## src/rtl/im_loader_if.sv

```systemverilog
// Byte-stream input and IM write-port signals of the instruction-memory loader.
// The slave view belongs to the loader; the master view belongs to the host/link side.
interface im_loader_if #(
    parameter int WIDTH_IM_ADDR = 32
);
    logic                     byte_valid;
    logic [7:0]               byte_data;
    logic                     byte_last;
    logic                     byte_ready;
    logic                     im_we;
    logic [WIDTH_IM_ADDR-1:0] im_waddr;
    logic [31:0]              im_wdata;

    modport master (
        output byte_valid, byte_data, byte_last,
        input  byte_ready, im_we, im_waddr, im_wdata
    );

    modport slave (
        input  byte_valid, byte_data, byte_last,
        output byte_ready, im_we, im_waddr, im_wdata
    );
endinterface

```

## src/rtl/im_loader.sv

```systemverilog
// Boot-time instruction-memory writer: packs a handshaked byte stream into 32-bit words
// and writes them to consecutive IM addresses starting at PC_INIT.
module im_loader #(
    parameter int                       IM_DEPTH      = 2048,
    parameter int                       WIDTH_IM_ADDR = 32,
    parameter logic [WIDTH_IM_ADDR-1:0] PC_INIT       = '0,
    parameter bit                       BYTE_SWAP     = 1'b1,
    localparam int                      WC_W          = $clog2(IM_DEPTH + 1)
) (
    input  logic            clk,
    input  logic            rst_n,
    input  logic            start_i,
    im_loader_if.slave      bus,
    output logic            busy_o,
    output logic            done_o,
    output logic            err_partial_o,
    output logic            err_overflow_o,
    output logic [WC_W-1:0] word_count_o
);

    typedef enum logic [2:0] {
        S_IDLE,
        S_RECV,
        S_WRITE,
        S_DONE,
        S_ERR
    } state_t;

    state_t                   state_q, state_d;
    logic [1:0]               byte_cnt_q;
    logic                     last_q;
    logic [WC_W-1:0]          word_count_q;
    logic [WIDTH_IM_ADDR-1:0] waddr_q;
    logic [31:0]              wdata_q;
    logic                     done_q, err_partial_q, err_overflow_q;

    logic                     in_recv;
    logic                     xfer;
    logic                     at_capacity;
    logic                     start_ok;
    logic                     store;
    logic [31:0]              packed_word;

    assign in_recv     = (state_q == S_RECV);
    assign xfer        = in_recv && bus.byte_valid;
    assign at_capacity = (word_count_q == WC_W'(IM_DEPTH));
    assign start_ok    = start_i && (state_q == S_IDLE || state_q == S_DONE || state_q == S_ERR);
    // An overflowing byte is rejected by the error path and never lands in a lane.
    assign store       = xfer && !at_capacity;

    // Lanes 0..2 hold the first three bytes; the fourth is taken straight off the bus.
    genvar gi;
    generate
        for (gi = 0; gi < 3; gi++) begin : g_lane
            logic [7:0] lane_q;
            always_ff @(posedge clk or negedge rst_n) begin
                if (!rst_n) begin
                    lane_q <= '0;
                end else if (start_ok) begin
                    lane_q <= '0;
                end else if (store && byte_cnt_q == 2'(gi)) begin
                    lane_q <= bus.byte_data;
                end
            end
        end
    endgenerate

    assign packed_word = BYTE_SWAP
        ? {bus.byte_data, g_lane[2].lane_q, g_lane[1].lane_q, g_lane[0].lane_q}
        : {g_lane[0].lane_q, g_lane[1].lane_q, g_lane[2].lane_q, bus.byte_data};

    always_ff @(posedge clk or negedge rst_n) begin
        if (!rst_n) begin
            state_q <= S_IDLE;
        end else begin
            state_q <= state_d;
        end
    end

    always_comb begin
        state_d = state_q;
        case (state_q)
            S_IDLE, S_DONE, S_ERR: begin
                if (start_i) state_d = S_RECV;
            end
            S_RECV: begin
                if (xfer) begin
                    if (at_capacity)               state_d = S_ERR;
                    else if (byte_cnt_q == 2'd3)   state_d = S_WRITE;
                    else if (bus.byte_last)        state_d = S_ERR;
                end
            end
            S_WRITE: begin
                state_d = last_q ? S_DONE : S_RECV;
            end
            default: state_d = S_IDLE;
        endcase
    end

    always_comb begin
        bus.byte_ready = in_recv;
        bus.im_we      = (state_q == S_WRITE);
        busy_o         = in_recv || (state_q == S_WRITE);
    end

    always_ff @(posedge clk or negedge rst_n) begin
        if (!rst_n) begin
            byte_cnt_q     <= '0;
            last_q         <= 1'b0;
            word_count_q   <= '0;
            waddr_q        <= '0;
            wdata_q        <= '0;
            done_q         <= 1'b0;
            err_partial_q  <= 1'b0;
            err_overflow_q <= 1'b0;
        end else if (start_ok) begin
            byte_cnt_q     <= '0;
            last_q         <= 1'b0;
            word_count_q   <= '0;
            done_q         <= 1'b0;
            err_partial_q  <= 1'b0;
            err_overflow_q <= 1'b0;
        end else if (xfer) begin
            if (at_capacity) begin
                err_overflow_q <= 1'b1;
            end else begin
                byte_cnt_q <= byte_cnt_q + 2'd1;
                if (byte_cnt_q == 2'd3) begin
                    // Address and data are captured here so they stay put for the whole write cycle.
                    waddr_q <= PC_INIT + (WIDTH_IM_ADDR'(word_count_q) << 2);
                    wdata_q <= packed_word;
                    last_q  <= bus.byte_last;
                end else if (bus.byte_last) begin
                    err_partial_q <= 1'b1;
                end
            end
        end else if (state_q == S_WRITE) begin
            word_count_q <= word_count_q + WC_W'(1);
            if (last_q) done_q <= 1'b1;
        end
    end

    assign bus.im_waddr   = waddr_q;
    assign bus.im_wdata   = wdata_q;
    assign done_o         = done_q;
    assign err_partial_o  = err_partial_q;
    assign err_overflow_o = err_overflow_q;
    assign word_count_o   = word_count_q;

endmodule

```

## src/flat_wrapper.sv

```systemverilog
// flat-port wrapper written by rule: the top's interface ports become plain ports
module im_loader_flat 
#(
    parameter int                       IM_DEPTH      = 2048,
    parameter int                       WIDTH_IM_ADDR = 32,
    parameter logic [WIDTH_IM_ADDR-1:0] PC_INIT       = '0,
    parameter bit                       BYTE_SWAP     = 1'b1,
    localparam int                      WC_W          = $clog2(IM_DEPTH + 1)
)
  (clk, rst_n, start_i, busy_o, done_o, err_partial_o, err_overflow_o, word_count_o, bus_byte_valid, bus_byte_data, bus_byte_last, bus_byte_ready, bus_im_we, bus_im_waddr, bus_im_wdata);
  im_loader_if #(.WIDTH_IM_ADDR(WIDTH_IM_ADDR)) bus_i ();
  input  logic clk;
  input  logic rst_n;
  input  logic start_i;
  output logic busy_o;
  output logic done_o;
  output logic err_partial_o;
  output logic err_overflow_o;
  output logic [WC_W-1:0] word_count_o;
  input wire logic [$bits(bus_i.byte_valid)-1:0] bus_byte_valid;
  input wire logic [$bits(bus_i.byte_data)-1:0] bus_byte_data;
  input wire logic [$bits(bus_i.byte_last)-1:0] bus_byte_last;
  output wire logic [$bits(bus_i.byte_ready)-1:0] bus_byte_ready;
  output wire logic [$bits(bus_i.im_we)-1:0] bus_im_we;
  output wire logic [$bits(bus_i.im_waddr)-1:0] bus_im_waddr;
  output wire logic [$bits(bus_i.im_wdata)-1:0] bus_im_wdata;
  assign bus_i.byte_valid = bus_byte_valid;
  assign bus_i.byte_data = bus_byte_data;
  assign bus_i.byte_last = bus_byte_last;
  assign bus_byte_ready = bus_i.byte_ready;
  assign bus_im_we = bus_i.im_we;
  assign bus_im_waddr = bus_i.im_waddr;
  assign bus_im_wdata = bus_i.im_wdata;
  im_loader #(.IM_DEPTH(IM_DEPTH), .WIDTH_IM_ADDR(WIDTH_IM_ADDR), .PC_INIT(PC_INIT), .BYTE_SWAP(BYTE_SWAP)) u_core (.clk(clk), .rst_n(rst_n), .start_i(start_i), .bus(bus_i), .busy_o(busy_o), .done_o(done_o), .err_partial_o(err_partial_o), .err_overflow_o(err_overflow_o), .word_count_o(word_count_o));
endmodule
```

## config.mk

```make
export PLATFORM = sky130hd
export DESIGN_NAME = im_loader_flat
export DESIGN_NICKNAME = d
export VERILOG_FILES = /design/src/rtl/im_loader_if.sv /design/src/rtl/im_loader.sv /design/src/flat_wrapper.sv
export SDC_FILE = /design/constraint.sdc
export NUM_CORES = 1
export LEC_CHECK = 0
export BUFFER_PORTS_ARGS = -buffer_cell sky130_fd_sc_hd__buf_2
export CAP_MARGIN = 20
export CORE_ASPECT_RATIO = 0.7
export CORE_UTILIZATION = 35
export CTS_CLUSTER_SIZE = 30
export DETAILED_ROUTE_END_ITERATION = 8
export PLACE_DENSITY_LB_ADDON = 0.1
export RECOVER_POWER = 25
export SYNTH_ARGS = -nofsm -noshare
export SYNTH_HDL_FRONTEND = slang
export SYNTH_SLANG_ARGS = --single-unit
```

## constraint.sdc

```tcl
create_clock -name clk -period 4.8 [get_ports clk]
set_input_delay 0.48 -clock clk [delete_from_list [all_inputs] [get_ports clk]]
set_output_delay 0.48 -clock clk [all_outputs]
set_load 0.01 [all_outputs]
```

* Word-level counts from Yosys, hierarchy flattened
Index checks and enable logic that the tools add are counted.
** Storage, ports and cells
- Bits of input ports :: 13
- Output and inout port bits :: 82
- Word-level logic and storage cells :: 95
- Register bits after elaboration :: 89
** Operators by class
- Mux-type cells :: 35
- $add $sub $neg :: 2
- Reductions and logical operators :: 30
- Bitwise operators :: 2
- Eq/ne operators :: 14
** Operators by type and width (number)
- $mux 8 :: 6
- $mux 12 :: 3
- $reduce_bool 2->1 :: 9
- $mux 1 :: 16
- $mux 3 :: 5
- $add 12x1->12 const B :: 1
- $eq 12x12->1 const B :: 1
- $pmux 3 s3 :: 1
- $reduce_and 3->1 :: 3
- $mux 2 :: 4
- $ne 2x2->1 const B :: 4
- $reduce_and 4->1 :: 2
- $eq 3x2->1 const B :: 2
- $logic_and 1x1->1 :: 6
- $reduce_and 2->1 :: 3
- $eq 2x2->1 const B :: 2
- $ne 4x4->1 const B :: 1
- $eq 3x1->1 const B :: 1
- $eq 3x3->1 const B :: 1
- $logic_not 3->1 :: 1
- $logic_or 1x1->1 :: 3
- $reduce_or 3->1 :: 1
- $add 2x1->2 const B :: 1
- $eq 2x1->1 const B :: 1
- other kinds (4) :: 5

* Longest topological paths before layout
Gate-level depths: netlist of run 1.
- Word-level depth :: 6
- Gate-level depth with buffers :: 7
- Depth with buffers taken out :: 6

* Worst setup path after synthesis of run 1
Ideal clock, no wire load.
- Path kind :: register to register
- Start point :: reg u_core.word_count_q[9], in the netlist u_core.word_count_o[9]
- End point :: reg u_core.state_q[1]
- Period minus slack after synthesis :: 1.934 ns
- Buffers on the path :: 1
- Slack :: 2.866 ns
- Setup time :: 0.125 ns
- Arrival time :: 1.809 ns
- Required time :: 4.675 ns
- Stages on the path, launching flop included :: 6
- Path through :: dfrtp_1 nor4b_1 nand4_1 buf_2 a211oi_1 mux2_2
** On the way
- Longest elaborated chain between the ends :: 4
- Elaborated cells on any way between the ends :: 6
- Those cells by class :: eq/ne: 2; mux: 3; reduce/logical: 1
** RTL lines
- start: declaration :: RTL line im_loader.sv:32 : logic [WC_W-1:0] word_count_q;
- start signal: assignment :: RTL line im_loader.sv:138 : word_count_q <= word_count_q + WC_W'(1);
- $eq 12x12->1 * :: RTL line im_loader.sv:46 : assign at_capacity = (word_count_q == WC_W'(IM_DEPTH));
- $mux 3 :: RTL line im_loader.sv:88 : if (at_capacity) state_d = S_ERR;
- $mux 3 :: RTL line im_loader.sv:87 : if (xfer) begin
- $pmux 3 s3 :: RTL line im_loader.sv:82 : case (state_q)
- end signal: assignment :: RTL line im_loader.sv:76 : state_q <= state_d;
- end: declaration :: RTL line im_loader.sv:29 : state_t state_q, state_d;
Mark *: on every way between the ends. The rest lies on a longest branch, timed or not. The select of a mux whose other input is x is not followed.
A chain may end at the register's enable or synchronous reset.

* Worst setup path in the final report of run 1
- Start point :: reg u_core.word_count_q[0], in the netlist u_core.word_count_o[0]
- End point :: reg u_core.wdata_q[16], in the netlist u_core.bus.im_wdata[16]
** On the way
- Longest elaborated chain between the ends :: 3
** RTL lines
- $eq 12x12->1 :: RTL line im_loader.sv:46
- $not 1->1 (no line)
- $reduce_and 4->1 (no line)
- end signal: assignment :: RTL line im_loader.sv:131 : wdata_q <= packed_word;
- end: declaration :: RTL line im_loader.sv:34 : logic [31:0] wdata_q;
Every way passes these cells.

==> qor.csv, run 1 <==
stage,metric,value,unit
clocking,clk_pin_slew_worst_paths,0.07,ns
route,avgRoutedWirePerCell,15.0,µm
route,drt_iter0_drc,126,
setup_path,r2r-start,u_core.word_count_o[0],
finish,drive_gt1_frac,0.317,
sta,worst_pin_slew,1.84,ns
sta,hold_viol,0,
global_route,grt_antenna_before_repair,0,
place,dp_hpwl,5720,µm
floorplan,die_h,93.5,µm
yosys,synth_top_area_cell,dfrtp_1,
global_route,overflow,0,
setup_path,cp-end-kind,flop,
place,gp_congestion,0.742,
setup_path,rrSetupSlack,1.94,ns
global_route,grt_start_max_net_pins,57,
sta,slew_headroom,-0.225,
clocking,htreeDepth,3,
setup_path,r2r-end,u_core.bus.im_wdata[16],
finish,multi_input_area,1720,µm²
finish,nNetsFinal,427,
sta,rsz0062_at_grt,false,
floorplan,start_util,0.358,
clocking,clockBufferDepth,2,
setup_path,cp-endpoint,u_core.bus.im_wdata[16],
yosys,ys_seq_area_frac,0.532,
yosys,synth_top_family_by_area,multiplexers,
finish,stdcell_count,570,
setup_path,worstPathArrival,3.07,ns
outcome,violations,"capacitance limit, slew limit",
min_path,hp-class,input pin to flop,
yosys,async_flop_share,1.00,
sta,fin_crit_sh,0.595,
setup_path,critPathKind,flop to flop,
pwr,ir_drop,0.197,mV
yosys,ys_ff_latch,89,
yosys,ys_types,43,
finish,final-seq-area,2230,µm²
run,maxCapViolCount,1,
clocking,tritoncts,done,
yosys,synth_area_per_cell,12.5,µm²
route,vias,2633,
yosys,synth_compound_area_frac,0.0356,
yosys,synth_edf_count,0,
clocking,post_cts_buffers,0,
setup_path,worstSetupStartpoint,u_core.word_count_o[0],
floorplan,core_area,11700,µm²
yosys,synth_area,4190,µm²
floorplan,row_count,33,
clocking,clk_latency,0.34,ns
yosys,synthFlopType,dfrtp_1,
yosys,yosys.area_share.simple,0.108,
setup_path,crit_required,5.02,ns
global_route,track_usage,0.147,
global_route,grt_pass1_vias,2477,
route,dr.pass1.iters,4,
clocking,root_buffer,clkbuf_16,
global_route,met3_usage,0.0412,
yosys,ys_top_cells_by_count,"dfrtp_1 (89), mux2_4 (38), nand2_1 (35)",
setup_path,startpoint_type,flop,
yosys,ys_top_cells_by_area,"dfrtp_1 (53%), mux2_4 (14%), mux2i_1 (6.5%)",
route,viasPerCell,4.62,
sta,drv_slew,35,
route,drc,0,
yosys,synth_top_area_frac,0.532,
place,dp.cells,553,
pwr,power_leakage,2.75,nW
clocking,ctsResizeCount,0,
floorplan,ios,95,
route,ant_nets,0,
sta,timing.fmax,350,MHz
finish,syn_to_final_growth,16.7,%
outcome,outcome,"finished, violations left",
global_route,grt_pass1_wl,13700,µm
clocking,clock-sinks,89,
finish,num_antenna_cells,0,
yosys,synth_most_common_cell,dfrtp_1,
global_route,grt_busiest_layer,met1,
yosys,synthAdderAreaFrac,0.0179,
floorplan,dieArea,12400,µm²
place,portBuffers,74,
global_route,met1_usage,0.219,
yosys,ys_warn_count,0,
sta,period_minus_slack,2.86,ns
yosys,muxShareOfSynthArea,0.220,
floorplan,die_x,133,µm
sta,setup_tns,0,ns
finish,fillers,1129,
clocking,postCtsHoldBufs,0,
sta,skew,0.00648,ns
clocking,cts_buffers,9,
setup_path,reg2reg_depth,5,
yosys,synthCells,334,
setup_path,critPathMaxFanout,45,
global_route,globalRouteMet2Util,0.199,
pwr,power_density,420,nW/µm²
sta,finalSetupViolCount,0,
yosys,synth_xor_area_frac,0.0126,
route,wl,8580,µm
[flip-flops by register name, summed over array words and instances (netlist names)]
register	cells
u_core.state_q	3
u_core.last_q	1
u_core.bus.im_waddr	12
u_core.err_partial_o	1
u_core.word_count_o	12
u_core.err_overflow_o	1
u_core.done_o	1
u_core.bus.im_wdata	32
u_core.byte_cnt_q	2
u_core.g_lane.lane_q	24
[placed cells by master, fill, tap and decap left out, types with 2 or more instances in the layout]
| cell | Yosys | routed |
|---|---|---|
| nor3_1 | 2 | 2 |
| nand2b_1 | 3 | 3 |
| nor4_1 | 3 | 3 |
| mux2_2 | 7 | 7 |
| buf_4 | 20 | 3 |
| ha_1 | 6 | 6 |
| or4_1 | 2 | 2 |
| dfrtp_1 | 89 | 89 |
| clkbuf_16 | 0 | 9 |
| mux2_4 | 38 | 38 |
| nor2_1 | 15 | 15 |
| inv_1 | 16 | 16 |
| nand4_1 | 8 | 8 |
| o21ai_0 | 4 | 4 |
| nand2_1 | 35 | 35 |
| nor4b_1 | 3 | 3 |
| clkbuf_1 | 7 | 15 |
| conb_1 | 1 | 20 |
| buf_2 | 2 | 59 |
| nand3_1 | 3 | 3 |
| and3_1 | 2 | 2 |
| clkinv_2 | 0 | 3 |
| o31ai_1 | 2 | 2 |
| mux2i_1 | 27 | 27 |
| a21oi_1 | 9 | 9 |
| nand3_2 | 3 | 3 |
| xor2_1 | 5 | 5 |
[power breakdown]
part	leakage, nW	total, W	internal [W]	switching, W
sequential	1.22	0.000930	0.000860	0.0000697
clock	0.146	0.000697	0.000403	0.000294
combinational	1.38	0.000424	0.000181	0.000243
total	2.75	0.00205	0.00144	0.000606
[area by class of cell]
class	instances	area share
Sequential cell	89	0.456
Multi-Input combinational cell	213	0.353
Timing Repair Buffer	78	0.0776
Clock buffer	9	0.0461
Tap cell	157	0.0402
Clock inverter	7	0.0143
Inverter	17	0.0131
[worst min-delay path by stage]
| stage | start | to | slack, ns | cells after the start |
|---|---|---|---|---|
| finish | bus_byte_data[6] | u_core.bus.im_wdata[30] | 0.38 | 2 |
| global route | bus_byte_data[3] | u_core.bus.im_wdata[27] | 0.38 | 2 |
| CTS | rst_n | u_core.bus.im_waddr[11] | 0.09 | 1 |
| detailed placement | rst_n | u_core.bus.im_waddr[12] | 0.46 | 1 |
| global placement | rst_n | u_core.bus.im_waddr[12] | 0.46 | 1 |
| floorplan | rst_n | u_core.bus.im_waddr[10] | 0.18 | 0 |
[metrics by stage]
stage	instance area [µm²]	util	hold slack (ns)	power, W	worst slack [ns]
3_5_place_dp	4610	0.394	0.459	0.00138	1.91
3_3_place_gp	4610	0.394	0.461	0.00137	1.95
2_1_floorplan	4260	-	0.184	0.00124	2.87
6_report	4880	0.418	0.384	0.00205	1.94
5_1_grt	4880	0.418	0.378	0.00218	1.33
4_1_cts	4900	0.419	0.0950	0.00208	1.91
[kinds of logic after synthesis]
family,after synthesis
DFF,89
and+or+nand+nor,86
muxes,72
buffers and inverters,51
AOI/OAI and AO/OA,23
adders and majority gates,6
xor gates and xnor gates,6
other,1
[routing by layer]
| layer | vias to the layer above | wire (µm) |
|---|---|---|
| met5 | - | 0 |
| met4 | 0 | 114 |
| met3 | 12 | 327 |
| met2 | 71 | 3490 |
| met1 | 1286 | 4640 |
| li1 | 1264 | - |
[worst max-delay path, cell delays in order, from the launching register on]
cell and delay [ns]:
dfrtp_1 0.62, inv_1 0.09, ha_1 0.22, nand4_1 0.40, nand3_4 0.75, mux2_4 0.57
Power figures use the tool's default switching activity.
==> run 2, diff against run 1 <==
Clock period 4.8 ns to 2.8 ns, I/O delays scaled along.
==> qor.csv, run 2 (synthesis results as in run 1) <==
stage,metric,value,unit,change
clocking,clk_latency,0.34,ns,about the same
place,gp_congestion,0.714,,was 0.742
outcome,outcome,"finished, final reports clean",,"was finished, violations left"
setup_path,cp-end-kind,flop,,unchanged
min_path,hp-class,input pin to flop,,unchanged
global_route,track_usage,0.152,,was 0.147
sta,timing.fmax,452,MHz,was 350 MHz
clocking,clockBufferDepth,2,,unchanged
clocking,clk_pin_slew_worst_paths,0.07,ns,about the same
sta,hold_viol,0,,unchanged
place,dp_hpwl,6030,µm,was 5720 µm
route,ant_nets,0,,unchanged
setup_path,startpoint_type,flop,,unchanged
sta,slew_headroom,0.0394,,was -0.225
global_route,grt_pass1_vias,2490,,was 2477
setup_path,worstPathArrival,2.43,ns,was 3.07 ns
route,dr.pass1.iters,4,,unchanged
finish,syn_to_final_growth,18.5,%,was 16.7%
floorplan,start_util,0.358,,unchanged
clocking,postCtsHoldBufs,0,,unchanged
global_route,grt_pass1_wl,14100,µm,was 13700 µm
route,vias,2614,,was 2633
clocking,cts_buffers,9,,unchanged
setup_path,critPathMaxFanout,10,,was 45
pwr,power_density,714,nW/µm²,was 420 nW/µm²
finish,stdcell_count,575,,was 570
place,dpl_cell_area,4680,µm²,was 4610 µm²
clocking,clock-sinks,89,,unchanged
floorplan,ios,95,,unchanged
floorplan,row_count,33,,unchanged
pwr,power_leakage,2.83,nW,was 2.75 nW
sta,skew,0.00789,ns,was 0.00648 ns
floorplan,dieArea,12400,µm²,unchanged
clocking,root_buffer,clkbuf_16,,unchanged
route,avgRoutedWirePerCell,15.4,µm,was 15.0 µm
sta,finalSetupViolCount,0,,unchanged
place,dp.cells,559,,was 553
finish,fillers,1132,,was 1129
global_route,grt_start_max_net_pins,58,,was 57
floorplan,die_x,133,µm,unchanged
route,drt_iter0_drc,115,,was 126
setup_path,critPathKind,flop to flop,,unchanged
clocking,htreeDepth,3,,unchanged
sta,worst_pin_slew,1.44,ns,was 1.84 ns
sta,setup_tns,0,ns,unchanged
global_route,overflow,0,,unchanged
finish,largest_reg_flops,32,,unchanged
clocking,ctsResizeCount,0,,unchanged
global_route,grt_antenna_before_repair,0,,unchanged
clocking,tritoncts,done,,unchanged
place,place_ws,0.602,ns,was 1.91 ns
finish,nNetsFinal,432,,was 427
setup_path,crit_required,3.02,ns,was 5.02 ns
finish,drive_gt1_frac,0.361,,was 0.317
finish,mostFrequentLayoutCell,dfrtp_1,,unchanged
route,drc,0,,unchanged
pwr,total_power,0.00354,W,was 0.00205 W
floorplan,die_h,93.5,µm,unchanged
route,wl,8840,µm,was 8580 µm
sta,period_minus_slack,2.21,ns,was 2.86 ns
sta,rsz0062_at_grt,false,,unchanged
finish,num_antenna_cells,0,,unchanged
sta,drv_slew,0,,was 35
place,portBuffers,74,,unchanged
clocking,post_cts_buffers,0,,unchanged
floorplan,core_area,11700,µm²,unchanged
sta,fin_crit_sh,0.791,,was 0.595
route,viasPerCell,4.55,,was 4.62
pwr,ir_drop,0.326,mV,was 0.197 mV
finish,final_cell_mix,"dfrtp_1 (89), buf_2 (73), mux2_4 (38), nand2_1 (35), mux2i_1 (27)",,"was dfrtp_1 (89), buf_2 (59), mux2_4 (38), nand2_1 (35), mux2i_1 (27)"
finish,final_area,4960,µm²,was 4880 µm²
sta,setup_slack,0.586,ns,was 1.94 ns
run,maxCapViolCount,0,,was 1
run 2: cell count changes in the layout (fill, tap and decap cells not counted):
cell / before / now
buf_12: 0 / 1
buf_2: 59 / 73
buf_4: 3 / 7
clkbuf_1: 15 / 0
clkbuf_2: 1 / 2
clkinv_2: 3 / 0
clkinv_4: 1 / 0
clkinvlp_4: 1 / 4
inv_6: 1 / 2
run 2: worst max-delay path, cell delays in order, from the launching register on:
cell and delay [ns]:
dfrtp_1 0.46, nor4b_1 0.45, nand4_1 0.25, buf_4 0.24
a211oi_1 0.32, mux2_2 0.38
run 2: path summary, 6_finish.rpt:
path | cells after the start | start | endpoint | slack [ns]
max in group asynchronous | 2 | rst_n | u_core.g_lane[1].lane_q[6] | 1.00
hold / removal | 2 | bus_byte_data[3] | u_core.bus.im_wdata[27] | 0.19
setup / recovery | 5 | u_core.word_count_o[9] | u_core.state_q[1] | 0.59
hold reg to reg | 1 | u_core.bus.im_wdata[2] | u_core.bus.im_wdata[2] | 0.50
setup reg to reg | 5 | u_core.word_count_o[9] | u_core.state_q[1] | 0.59
min in group asynchronous | 1 | rst_n | u_core.word_count_o[7] | 0.29
run 2: area by class of cell:
class	instances	area, µm²	share of cell area
inverter	17	63.8	0.0129
clock buffer	9	225	0.0454
sequential	89	2230	0.449
multi-input combinational	213	1720	0.347
tap	157	196	0.0396
timing repair buffer	83	448	0.0903
clock inverter	7	77.6	0.0156
run 2: routing by layer:
metal	track usage	up-vias	part of all wire
met3	0.0450	8	0.043
met5	0	-	0
li1	-	1265	-
met4	0.0402	0	0.0077
met1	0.225	1271	0.52
met2	0.212	70	0.42
run 2: per-stage QoR:
| step | hold WS (ns) | utilization |
|---|---|---|
| finish | 0.186 | 0.425 |
| global route | 0.172 | 0.425 |
| CTS | 0.0450 | 0.426 |
| detailed placement | 0.413 | 0.400 |
| floorplan | -0.0156 | - |
| global placement | 0.417 | 0.400 |
run 2: power breakdown:
part           total (W)  switching [W]  internal, W
logic           0.000734       0.000418     0.000316
registers        0.00159       0.000119      0.00147
clock network    0.00122       0.000520     0.000698
total            0.00354        0.00106      0.00249
==> run 3, diff against run 2 <==
Clock period 2.8 ns to 2.1 ns, I/O delays scaled along.
==> qor.csv, run 3 (synthesis results as in run 1) <==
stage,metric,value,unit,change
setup_path,worstSetupStartpoint,u_core.word_count_o[9],,unchanged
setup_path,worstPathArrival,2.28,ns,was 2.43 ns
finish,multi_input_area,1740,µm²,was 1720 µm²
route,ant_nets,0,,unchanged
sta,hold_viol,0,,unchanged
finish,largest_reg_flops,32,,unchanged
finish,stdcell_count,595,,was 575
setup_path,cp-end-kind,flop,,unchanged
setup_path,r2r-end,u_core.g_lane[1].lane_q[2],,was u_core.state_q[1]
global_route,grt_pass1_vias,2674,,was 2490
clocking,clock-sinks,89,,unchanged
min_path,hp-class,input pin to flop,,unchanged
global_route,grt_busiest_layer,met1,,unchanged
route,vias,2732,,was 2614
finish,final_cell_mix,"dfrtp_1 (89), buf_2 (47), mux2_4 (38), nand2_1 (35), mux2i_1 (27)",,"was dfrtp_1 (89), buf_2 (73), mux2_4 (38), nand2_1 (35), mux2i_1 (27)"
finish,final-seq-area,2230,µm²,unchanged
sta,slew_headroom,0.422,,was 0.0394
place,portBuffers,74,,unchanged
clocking,clk_latency,0.34,ns,about the same
setup_path,startpoint_type,flop,,unchanged
pwr,ir_drop,0.421,mV,was 0.326 mV
finish,mostFrequentLayoutCell,dfrtp_1,,unchanged
global_route,globalRouteMet2Util,0.220,,was 0.212
sta,setup_tns,0,ns,unchanged
sta,rsz0062_at_grt,true,,was false
floorplan,die_h,93.5,µm,unchanged
clocking,tritoncts,done,,unchanged
outcome,outcome,"finished, final reports clean",,unchanged
sta,timing.fmax,495,MHz,was 452 MHz
clocking,cts_buffers,9,,unchanged
clocking,post_cts_buffers,0,,unchanged
global_route,overflow,0,,unchanged
place,gp_congestion,0.830,,was 0.714
sta,drv_slew,0,,unchanged
floorplan,dieArea,12400,µm²,unchanged
clocking,htreeDepth,3,,unchanged
floorplan,die_x,133,µm,unchanged
finish,fillers,1140,,was 1132
floorplan,start_util,0.358,,unchanged
floorplan,core_area,11700,µm²,unchanged
sta,period_minus_slack,2.02,ns,was 2.21 ns
global_route,met1_usage,0.237,,was 0.225
finish,num_antenna_cells,0,,unchanged
route,viasPerCell,4.59,,was 4.55
clocking,root_buffer,clkbuf_16,,unchanged
route,dr.pass1.iters,4,,unchanged
place,dp_hpwl,6530,µm,was 6030 µm
setup_path,critPathMaxFanout,8,,was 10
setup_path,r2r-start,u_core.word_count_o[9],,unchanged
sta,finalSetupViolCount,0,,unchanged
global_route,grt_start_max_net_pins,61,,was 58
setup_path,crit_required,2.35,ns,was 3.02 ns
route,drt_iter0_drc,116,,was 115
setup_path,reg2reg_depth,7,,was 5
global_route,grt_pass1_wl,14900,µm,was 14100 µm
pwr,power_leakage,2.86,nW,was 2.83 nW
clocking,clockBufferDepth,2,,unchanged
finish,syn_to_final_growth,23.0,%,was 18.5%
finish,final_area,5150,µm²,was 4960 µm²
min_path,hold_depth,2,,unchanged
route,wl,9270,µm,was 8840 µm
finish,utilization,0.440,,was 0.425
setup_path,cp-endpoint,u_core.g_lane[1].lane_q[2],,was u_core.state_q[1]
setup_path,rrSetupSlack,0.08,ns,was 0.59 ns
finish,drive_gt1_frac,0.331,,was 0.361
floorplan,ios,95,,unchanged
pwr,power_density,962,nW/µm²,was 714 nW/µm²
sta,fin_crit_sh,0.963,,was 0.791
route,drc,0,,unchanged
finish,nNetsFinal,452,,was 432
run,maxCapViolCount,0,,unchanged
setup_path,critPathKind,flop to flop,,unchanged
floorplan,row_count,33,,unchanged
place,dp.cells,578,,was 559
clocking,clk_pin_slew_worst_paths,0.07,ns,about the same
global_route,met3_usage,0.0434,,was 0.0450
global_route,track_usage,0.158,,was 0.152
global_route,grt_antenna_before_repair,0,,unchanged
sta,skew,0.00834,ns,was 0.00789 ns
place,dpl_cell_area,4830,µm²,was 4680 µm²
sta,worst_pin_slew,0.867,ns,was 1.44 ns
route,avgRoutedWirePerCell,15.6,µm,was 15.4 µm
==> run 3: layout make-up <==
cell class              instances  share of cell area
multi-input cells             213               0.337
clock inverters                 7              0.0199
repair buffers                103               0.116
flip-flops and latches         89               0.433
inverters                      17              0.0124
clock buffers                   9              0.0438
well taps                     157              0.0382
==> run 3: repair_timing <==
item                                    CTS  global route
gates resized for setup                   0             2
endpoints found under the setup margin    0            18
hold buffers                              1             0
endpoints found under the hold margin    29             0
==> run 3: how the worst min path moves through the flow <==
stage / to / slack, ns / from
finish: u_core.bus.im_wdata[27] / 0.12 / bus_byte_data[3]
global route: u_core.bus.im_wdata[28] / 0.11 / bus_byte_data[4]
CTS: u_core.bus.im_wdata[28] / 0.11 / bus_byte_data[4]
detailed placement: u_core.bus.im_waddr[11] / 0.19 / rst_n
global placement: u_core.bus.im_waddr[11] / 0.18 / rst_n
floorplan: u_core.bus.im_waddr[10] / -0.09 / rst_n
==> run 3: per-layer routing <==
metal / vias up / wire (µm) / part of all wire
met1: 1359 / 5030 / 0.54
met2: 63 / 3820 / 0.41
met4: 0 / 65 / 0.0070
met5: - / 0 / 0
met3: 5 / 351 / 0.038
li1: 1305 / - / -
==> run 3: power by group <==
| group | switching (W) | internal [W] |
|---|---|---|
| logic | 0.000598 | 0.000461 |
| registers | 0.000153 | 0.00196 |
| clock network | 0.000719 | 0.00106 |
==> run 3: worst max-delay path, cell delays in order (launching register included) <==
cell and delay, ns:
dfrtp_1 0.38, nor4b_1 0.34, buf_4 0.17, nand4_1 0.18, buf_4 0.22, buf_4 0.16, nand3_2 0.25, mux2i_1 0.24
==> run 3: through the flow <==
stage	total power (W)	hold WS (ns)	setup WS [ns]
CTS	0.00501	0.109	0.0216
floorplan	0.00285	-0.0856	0.166
global route	0.00523	0.109	-0.0431
global placement	0.00319	0.182	0.0737
detailed placement	0.00322	0.188	0.0600
finish	0.00495	0.119	0.0778
